[src/rtl/serial_adder_ctrl.sv]
// Bit-serial adder controller: one full-adder slice reused LSB-first over WIDTH cycles.
// Optional subtract mode (Sub port) when SERIAL_ADDER_SUB_EN is defined.
module serial_adder_ctrl #(
  parameter int unsigned WIDTH = 8
) (
  input  logic             clk,
  input  logic             rst_n,
  input  logic             start,
  input  logic [WIDTH-1:0] Data_in_A,
  input  logic [WIDTH-1:0] Data_in_B,
  input  logic             Data_in_C,
`ifdef SERIAL_ADDER_SUB_EN
  input  logic             Sub,
`endif
  output logic             busy,
  output logic             done,
  output logic [WIDTH-1:0] Data_out_Sum,
  output logic             Data_out_Carry
);

  localparam int unsigned CW = $clog2(WIDTH + 1);
  localparam logic [CW-1:0] LAST = CW'(WIDTH - 1);

  localparam logic [0:0] S_IDLE = 1'b0;
  localparam logic [0:0] S_RUN  = 1'b1;

  logic [0:0]       state;
  logic [WIDTH-1:0] a_sh;
  logic [WIDTH-1:0] b_sh;
  logic [WIDTH-2:0] sum_sh;
  logic [WIDTH-1:0] next_sum;
  logic             carry_r;
  logic [CW-1:0]    cnt;
  logic             fa_b;
  logic             fa_sum;
  logic             fa_carry;
  logic             init_carry;

`ifdef SERIAL_ADDER_SUB_EN
  logic sub_r;
  assign fa_b       = b_sh[0] ^ sub_r;
  assign init_carry = Sub | Data_in_C;
`else
  assign fa_b       = b_sh[0];
  assign init_carry = Data_in_C;
`endif

  always_comb begin
    fa_sum   = a_sh[0] ^ fa_b ^ carry_r;
    fa_carry = (a_sh[0] & fa_b) | (carry_r & (a_sh[0] ^ fa_b));
  end

  // The slot a full WIDTH-bit sum register would use for its LSB only ever
  // holds a bit about to be discarded, so the stored part is WIDTH-1 bits.
  assign next_sum = {fa_sum, sum_sh};
  assign busy     = (state == S_RUN);

  always_ff @(posedge clk or negedge rst_n) begin
    if (!rst_n) begin
      state          <= S_IDLE;
      a_sh           <= '0;
      b_sh           <= '0;
      sum_sh         <= '0;
      carry_r        <= 1'b0;
      cnt            <= '0;
      done           <= 1'b0;
      Data_out_Sum   <= '0;
      Data_out_Carry <= 1'b0;
`ifdef SERIAL_ADDER_SUB_EN
      sub_r          <= 1'b0;
`endif
    end else begin
      done <= 1'b0;
      if (state == S_IDLE) begin
        if (start) begin
          a_sh    <= Data_in_A;
          b_sh    <= Data_in_B;
          carry_r <= init_carry;
          cnt     <= '0;
`ifdef SERIAL_ADDER_SUB_EN
          sub_r   <= Sub;
`endif
          state   <= S_RUN;
        end
      end else begin
        a_sh    <= a_sh >> 1;
        b_sh    <= b_sh >> 1;
        sum_sh  <= next_sum[WIDTH-1:1];
        carry_r <= fa_carry;
        cnt     <= cnt + CW'(1);
        if (cnt == LAST) begin
          Data_out_Sum   <= next_sum;
          Data_out_Carry <= fa_carry;
          done           <= 1'b1;
          state          <= S_IDLE;
        end
      end
    end
  end

endmodule

[config.mk]
export PLATFORM = sky130hd
export DESIGN_NAME = serial_adder_ctrl
export DESIGN_NICKNAME = d
export VERILOG_FILES = /design/src/rtl/serial_adder_ctrl.sv
export SDC_FILE = /design/constraint.sdc
export NUM_CORES = 1
export LEC_CHECK = 0
export ABC_AREA = 1
export CORE_UTILIZATION = 39
export CTS_BUF_LIST = sky130_fd_sc_hd__clkbuf_4
export DETAILED_ROUTE_END_ITERATION = 6
export DONT_BUFFER_PORTS = 1
export GPL_ROUTABILITY_DRIVEN = 0
export PLACE_DENSITY = 0.66
export SYNTH_ARGS = -nofsm -noshare
export SYNTH_HDL_FRONTEND = slang
export SYNTH_SLANG_ARGS = --single-unit
[constraint.sdc]
create_clock -name clk -period 1.3 [get_ports clk]
set_clock_uncertainty 0.15 [all_clocks]
set_input_delay 0.26 -clock clk [delete_from_list [all_inputs] [get_ports clk]]
set_output_delay 0.26 -clock clk [all_outputs]
set_load 0.005 [all_outputs]
# After elaboration in Yosys (flattened, before gate mapping)
# Index checks and enable logic that the tools add are counted.
# classes
add_sub_neg,1
multipliers,0
div_mod_pow,0
n_lt_le_gt_ge,0
n_eq_ne,1
n_shift,0
n_mux,13
bitwise,5
reduce_logical,2
# ops
cell,n
$mux W8,4
$mux W4,2
$mux W1,7
$add A4 B1 Y4 const B,1
$eq A4 B3 Y1 const B,1
$and A1 B1 Y1,2
$reduce_and A2 Y1,1
$reduce_bool A2 Y1,1
$xor A1 B1 Y1,2
$or A1 B1 Y1,1
# word_totals
register_bits,39
latchBits,0
mem_bits_rw,0
rom_bits,0
in_bits,20
out_inout_bits,11
word_cells,31
n_memories,0

# Longest topological paths before layout
# Gate-level depths: netlist of run 1.
# logic_depth
depth_word,4
ltp_mapped,7

# Worst setup path after synthesis of run 1
# No wires, ideal clock.
# synth_timing
kind,flip-flop to flip-flop
from,register a_sh[0]
to,register Data_out_Sum[7]
t_arrival_ns,1.061
path_slack_ns,0.023
stages_incl_launch_ff,4
n_path_buf,0
synth_period_minus_slack_ns,1.277
cell_sequence,dfrtp_1 fa_1 nand3_1 nand2_1
# synth_via
elab_chain_len,2
# synth_rtl
element,line,text
from (decl),28,logic [WIDTH-1:0] a_sh;
from (signal assigned),76,a_sh <= Data_in_A;
from (signal assigned),86,a_sh <= a_sh >> 1;
$xor A1 B1 Y1 (2 in a row),49,fa_sum = a_sh[0] ^ fa_b ^ carry_r;
via fa_sum,35,logic fa_sum;
to (signal assigned),92,Data_out_Sum <= next_sum;
to (decl),17,"output logic [WIDTH-1:0] Data_out_Sum,"
# The timed path passes the listed nets, and every way through them passes these cells.
# A chain may end at the register's enable or synchronous reset.

# Worst setup path in the final report of run 1
# layout_timing
from,register state (netlist: busy)
to,output busy
# layout_lines
element,line,text
from (decl),27,logic [0:0] state;
from (signal assigned),60,state <= S_IDLE;
from (signal assigned),83,state <= S_RUN;
from (signal assigned),95,state <= S_IDLE;
to (decl),15,"output logic busy,"
# No word-level cell between the ends.

==> results of run 1 <==
-- metal layers --
| layer | track usage, % | wire [µm] |
|---|---|---|
| met1 | 21.3 | 1650 |
| met2 | 28.2 | 1770 |
| met3 | 4.56 | 125 |
| met4 | 9.57 | 76 |
| met5 | 0 | 0 |
-- cell families after synthesis --
family          count (synthesis)  synth area share, %
flops                          39                 58.8
buf+inv                        15                 5.50
simple gates                  129                 32.6
compound gates                  4                 1.21
fa+ha+maj                       2                 1.96
-- flip-flops by register name, summed over array words and instances, names as in the netlist, 4 cells and up --
name          count
Data_out_Sum      8
a_sh              8
b_sh              8
cnt               4
sum_sh            7
-- repair_timing --
| item | in CTS | in global routing |
|---|---|---|
| cloned | 0 | 4 |
| hold buffers | 20 | 0 |
| setup buffers | 1 | 7 |
| endpoints found under the setup margin | 8 | 30 |
| gates resized for setup | 2 | 8 |
| pin swaps | 4 | 7 |
| hold endpoints to repair | 57 | 0 |
-- layout make-up --
class	instances	area [µm²]	share of cell area (%)
inverters	9	48.8	2.26
repair buffers	37	384	17.8
well taps	50	62.6	2.90
multi-input cells	136	631	29.3
clock buffers	5	37.5	1.74
repair inverters	1	5.00	0.232
clock inverters	2	8.76	0.407
flip-flops and latches	39	977	45.4
-- metrics by stage --
step | util (%) | cell area (µm²) | hold slack, ns | setup TNS (ns) | power [mW]
after detailed placement | 43.2 | 1750 | -0.184 | -0.0118 | 3.48
after CTS | 49.8 | 2020 | 0.0430 | -0.0975 | 4.16
final | 53.1 | 2150 | 0.0381 | -0.0642 | 4.49
after global routing | 53.1 | 2150 | 0.0334 | -0.776 | 4.86
after floorplan | - | 1660 | -0.186 | 0 | 3.03
after global placement | 43.2 | 1750 | -0.184 | 0 | 3.43
-- power groups by stage --
stage          registers (mW)  clock network [mW]  logic [mW]
6_report                 2.00               0.575        1.91
3_5_place_dp             2.04                   0        1.44
3_3_place_gp             2.03                   0        1.40
4_1_cts                  2.00               0.591        1.57
5_1_grt                  2.06               0.638        2.17
2_1_floorplan            1.95                   0        1.09
-- path summary, 6_finish.rpt --
kind	from	endpoint	slack [ns]	cells past startpoint
hold reg to reg	sum_sh[0]$_DFFE_PN0P_	sum_sh[0]$_DFFE_PN0P_	0.34	2
min in group asynchronous	rst_n	Data_out_Sum[6]$_DFFE_PN0P_	0.23	2
setup reg to reg	a_sh[0]$_DFFE_PN0P_	Data_out_Sum[7]$_DFFE_PN0P_	-0.01	3
max in group asynchronous	rst_n	busy$_DFF_PN0_	0.57	2
setup / recovery	busy$_DFF_PN0_	busy	-0.05	1
hold / removal	start	cnt[1]$_DFFE_PN0P_	0.04	4
-- synthesized netlist by cell type, drive strengths merged --
library cell,instances
nand2,100
dfrtp,39
nand3,25
inv,9
buf,6
nor2,4
o21ai,3
a21oi,1
fa,1
ha,1
==> impl_results.md, run 1 <==
- Worst-path cell chain: buf_12
- Distinct cells, synth: 19
- Synth warn: 0
- Share of layout cells above drive strength 1: 16.6%
- CP max stage delay: 0.44 ns
- Achievable frequency: 739 MHz
- RSZ-0062 raised after global routing: yes
- DR vias/cell: a little under 5
- Clock slew at reported path FFs: roughly 0.11 ns
- Global route total overflow: 0
- Initial antenna violation count: 0
- Vias in the first global route: about 1300
- Yosys reg bits: 39
- Minimum clock period: roughly 1.4 ns
- Part of the power in registers: between 40% and 50%
- Number of iterations in the first detailed-routing pass: 4
- Die width: between 60 and 70 µm
- Final Hold Vio Count: 0
- NetSw: about 1.8 mW
- Worst skew pair latency: between 0.3 and 0.4 ns
- Sw frac: 39.1%
- Crit. End Element: output pin
- Place WS: -0.0118 ns
- Critical path's top delay family: flip-flops
- Core Area: 4060 µm²
- Die area: 4520 µm²
- H-tree Lvls: 2
- DR iter-0 viols: 63
- Total clock buffers created by CTS: 5
- CTS sink cnt: 39
- P_leak: roughly 1.1 nW
- Slew Limit Fails: 0
- Synthesized area per cell: ~8.8 µm²
- Post-synth top area share: 58.8%
- Synth Cell Area: about 1700 µm²
- WL/cell: 13.0 µm
- Layout area overhead: 29.8%
- Fillcell total: 373
- Die Height: between 60 and 70 µm
- Crit Path Category: register to output pin
- Clk pwr share: 12.8%
- Commonest cells after routing, fill and taps aside: nand2_1 (97), dfrtp_1 (38), nand3_1 (25)
- Slowest cell on crit path: dfrtp_2
- Most common cell after layout, fill and taps aside: nand2_1
- Worst Setup Start Kind: register
- Internal: between 2 and 3 mW
- Failing checks: setup timing
- Detail Route Antenna Nets: 0
- Num rows: 23
- Routed WL: ~3.6 mm
- Max-Slew Margin vs Limit: between 80 and 90%
- Tcrit/Tclk final: 104%
- Max Cap Violations: 0
- Critical Path AT: between 0.9 and 1 ns
- CTS Buffer Depth: 2
- Buf/Inv on CP: 1
- I/O pins: 31
- Combinational power share: 42.7%
- Leading area contributor after synthesis: dfrtp_1
- GRT Util Overall: between 10% and 20%
- Largest net degree at the start of global routing: 40
- Sequential area share after synthesis: between 50% and 60%
- Dpl cells: 240
- DRC Markers: 0
- Vias: ~1300
- Worst Slack Setup Final: -0.0534 ns
- CTS tree: yes
- Syn_nets: 211
- Cell Count, Final, Fillers Out: approximately 280
- CP Max Fanout: 9
- First-pass GRT wire length: roughly 5.7 mm
- # diodes: 0
- Status: complete, but fails checks
- Initial Util: 40.9%
- Top post-synthesis cells by area: dfrtp_1 (59%), nand2_1 (22%), nand3_1 (7.5%), buf_6 (1.4%), nand2_4 (1.4%)
- Classification of the worst-slack hold path: input pin to register
- PwrDens: ~2100 nW/µm²
- Root buf cell: clkbuf_4
- PortBufs: 0
- Final setup vio count: 2
- Peak VDD IR: 0.972 mV
- Mapped Cells: 189
- Slew at the pin closest to its max-slew limit: between 0.2 and 0.25 ns
- Layout Nets: 251
- CP required: approximately 0.89 ns
- Final HPWL DP: between 2 and 2.5 mm
(Power assumes the default switching activity.)
==> inputs of run 2 (changes only) <==
--- a/config.mk
+++ b/config.mk
@@ -11,7 +11,7 @@
 export DETAILED_ROUTE_END_ITERATION = 6
 export DONT_BUFFER_PORTS = 1
 export GPL_ROUTABILITY_DRIVEN = 0
-export PLACE_DENSITY = 0.66
+export PLACE_DENSITY = 0.52
 export SYNTH_ARGS = -nofsm -noshare
 export SYNTH_HDL_FRONTEND = slang
 export SYNTH_SLANG_ARGS = --single-unit
==> run 2 against run 1 <==
  * The flow still finishes with violations (setup timing)
  * Final cell count decreased by 2.2%
  * Sequential cell count stayed put
  * First-iteration DRC count fell by 44%
  * Global-route usage decreased by 0.68 points
  * Non-clock buffer count down 6
  * Critical path type is now register to register
  * Largest power group unchanged
  * Highest routed layer unchanged
==> impl_results.md, run 2 (same netlist as run 1, synthesis figures left out) <==
- PwrDens: 2050 nW/µm² (-1.6%)
- Vias in the first global route: 1259 (-2.9%)
- Critical Path AT: 1.44 ns (+0.50 ns)
- Failing checks: setup timing
- Sw frac: 39.3% (+0.24 points)
- Setup TNS: -0.00930 ns (+0.0549 ns)
- Routed WL: 3.32 mm (-8.2%)
- CTS Buffer Depth: 2 (unchanged)
- Worst-path cell chain: fa_1 -> nand3_1 -> nand2_1
- GRT Util Overall: 16.9% (-0.68 points)
- Fillcell total: 381 (+2.1%)
- Part of the power in registers: 47.1% (+2.6 points)
- Final HPWL DP: 2.15 mm (+4.7%)
- WL/cell: 12.2 µm (-6.2%)
- Largest regs: Data_out_Sum (8), a_sh (8), b_sh (8)
- # diodes: 0 (unchanged)
- DR vias/cell: 4.74 (-1.5%)
- Tcrit/Tclk final: 101% (-3.4 points)
- Max Cap Violations: 0 (unchanged)
- H-tree Lvls: 2 (unchanged)
- Overall power: 4.24 mW (-5.6%)
- Max-Slew Margin vs Limit: 86.0% (+0.20 points)
- Die Height: 67.2 µm (unchanged)
- Classification of the worst-slack hold path: input pin to register
- Reg2Reg Launch Point: carry_r$_DFFE_PN0P_
- Root buf cell: clkbuf_4
- Vias: 1293 (-3.7%)
- R2R Setup Slk: -0.009 ns (about the same)
- I/O pins: 31 (unchanged)
- Slew Limit Fails: 0 (unchanged)
- DR iter-0 viols: 35 (-44%)
- First-pass GRT wire length: 5.57 mm (-1.7%)
- Min-delay src: start
- Global route total overflow: 0 (unchanged)
- CTS sink cnt: 39 (unchanged)
- Layout Nets: 244 (-2.8%)
- WHS Endpoint: busy$_DFF_PN0_
- Num rows: 23 (unchanged)
- Final Hold Vio Count: 0 (unchanged)
- Achievable frequency: 764 MHz (+3.4%)
- Final setup vio count: 1 (-1)
- Die area: 4520 µm² (unchanged)
- DP Area: 1730 µm² (-1.4%)
- Largest net degree at the start of global routing: 40 (unchanged)
- Slowest cell on crit path: fa_1
- Worst skew pair latency: 0.33 ns (-0.02 ns)
- Worst Reg-to-Reg Cells: 3 (unchanged)
- PortBufs: 0 (unchanged)
- Crit. End Element: register
- Share of layout cells above drive strength 1: 14.3% (-2.2 points)
- Number of iterations in the first detailed-routing pass: 4 (unchanged)
- DRC Markers: 0 (unchanged)
- Combinational power share: 38.9% (-3.8 points)
- CP Max Fanout: 2 (-7)
- Cell Count, Final, Fillers Out: 273 (-2.2%)
- Layout area overhead: 24.5%
- Initial Util: 40.9% (unchanged)
- Clk pwr share: 14.0% (+1.2 points)
- P_leak: 1.07 nW (-4.1%)
- Worst Setup Start Kind: register
- Total clock buffers created by CTS: 5 (unchanged)
- Core Area: 4060 µm² (unchanged)
- Die width: 67.2 µm (unchanged)
- Detail Route Antenna Nets: 0 (unchanged)
- Internal: 2.57 mW (-5.9%)
- Hold path cells: 3 (-1)
- Reg2reg end: Data_out_Sum[7]$_DFFE_PN0P_
- Status: complete, but fails checks
- Dpl cells: 240 (unchanged)
- Design area: 2070 µm² (-4.1%)
- CP required: 1.43 ns (+0.54 ns)
- Peak VDD IR: 0.766 mV (-21%)
- Worst Slack Setup Final: -0.00930 ns (+0.0441 ns)
- CTS tree: yes
- NetSw: 1.67 mW (-5.0%)
- Clock slew at reported path FFs: 0.12 ns (about the same)
- Slew at the pin closest to its max-slew limit: 0.210 ns (-0.00307 ns)
- Initial antenna violation count: 0 (unchanged)
- Most common cell after layout, fill and taps aside: nand2_1
- CP max stage delay: 0.56 ns (+0.12 ns)
- Minimum clock period: 1.31 ns (-0.0441 ns)
- Commonest cells after routing, fill and taps aside: nand2_1 (97), dfrtp_1 (38), nand3_1 (25)
- Crit Path Category: register to register
- RSZ-0062 raised after global routing: yes
-- run 2: layer usage --
layer	global-route usage, %	vias to the layer above	wire length (µm)
li1	-	657	-
met1	20.4	605	1560
met2	27.9	26	1610
met3	5.91	5	114
met4	5.59	0	38
met5	0	-	0
-- run 2: cell type report --
| class | count | area, µm² | area share, % |
|---|---|---|---|
| inverters | 9 | 48.8 | 2.36 |
| multi-input cells | 135 | 617 | 29.8 |
| repair inverters | 1 | 5.00 | 0.242 |
| clock buffers | 5 | 37.5 | 1.82 |
| clock inverters | 3 | 15.0 | 0.726 |
| flip-flops and latches | 39 | 977 | 47.3 |
| repair buffers | 31 | 304 | 14.7 |
| well taps | 50 | 62.6 | 3.03 |
-- run 2: critical path, delay by kind of cell, from the launching register on --
family | cells | cell delay [ns]
flip-flops | 1 | 0.41
AND/OR/NAND/NOR | 2 | 0.14
adder cells (fa/ha/maj) | 1 | 0.56
-- run 2: worst max path at each step --
stage / from / end / slack, ns
after floorplan: a_sh[0]$_DFFE_PN0P_ / Data_out_Sum[7]$_DFFE_PN0P_ / 0.02
after global placement: a_sh[0]$_DFFE_PN0P_ / Data_out_Sum[7]$_DFFE_PN0P_ / 0.0001
after detailed placement: a_sh[0]$_DFFE_PN0P_ / Data_out_Sum[7]$_DFFE_PN0P_ / -0.009
after CTS: busy$_DFF_PN0_ / busy / -0.02
after global routing: carry_r$_DFFE_PN0P_ / Data_out_Sum[7]$_DFFE_PN0P_ / -0.05
final: carry_r$_DFFE_PN0P_ / Data_out_Sum[7]$_DFFE_PN0P_ / -0.009
-- run 2: metrics by stage --
| stage | setup slack (ns) | hold WS [ns] | utilization [%] |
|---|---|---|---|
| 2_1_floorplan | 0.0233 | -0.186 | - |
| 3_3_place_gp | 0.000143 | -0.185 | 42.6 |
| 3_5_place_dp | -0.00916 | -0.185 | 42.6 |
| 4_1_cts | -0.0161 | 0.0638 | 49.5 |
| 5_1_grt | -0.0493 | 0.0390 | 50.9 |
| 6_report | -0.00930 | 0.0462 | 50.9 |
-- run 2: timing repair --
action | 4_1_cts | 5_1_grt
hold buffers | 20 | 0
setup endpoints to repair | 9 | 32
gates resized for setup | 4 | 9
pin swaps | 4 | 2
cloned | 0 | 2
endpoints found under the hold margin | 57 | 0
buffers inserted | 1 | 2
-- run 2: power by group through the flow --
stage / combinational (mW) / clock, mW / sequential [mW]
after detailed placement: 1.35 / 0 / 2.05
after global routing: 1.92 / 0.683 / 2.06
after global placement: 1.30 / 0 / 2.04
final: 1.65 / 0.595 / 1.99
after CTS: 1.52 / 0.623 / 2.00
after floorplan: 1.09 / 0 / 1.95
==> inputs of run 3 (changes only) <==
--- a/config.mk
+++ b/config.mk
@@ -8,6 +8,7 @@
 export ABC_AREA = 1
 export CORE_UTILIZATION = 39
 export CTS_BUF_LIST = sky130_fd_sc_hd__clkbuf_4
+export CTS_CLUSTER_SIZE = 24
 export DETAILED_ROUTE_END_ITERATION = 6
 export DONT_BUFFER_PORTS = 1
 export GPL_ROUTABILITY_DRIVEN = 0
==> results of run 3 <==
No change in the layout: final DEF, timing and power equal those of run 2.
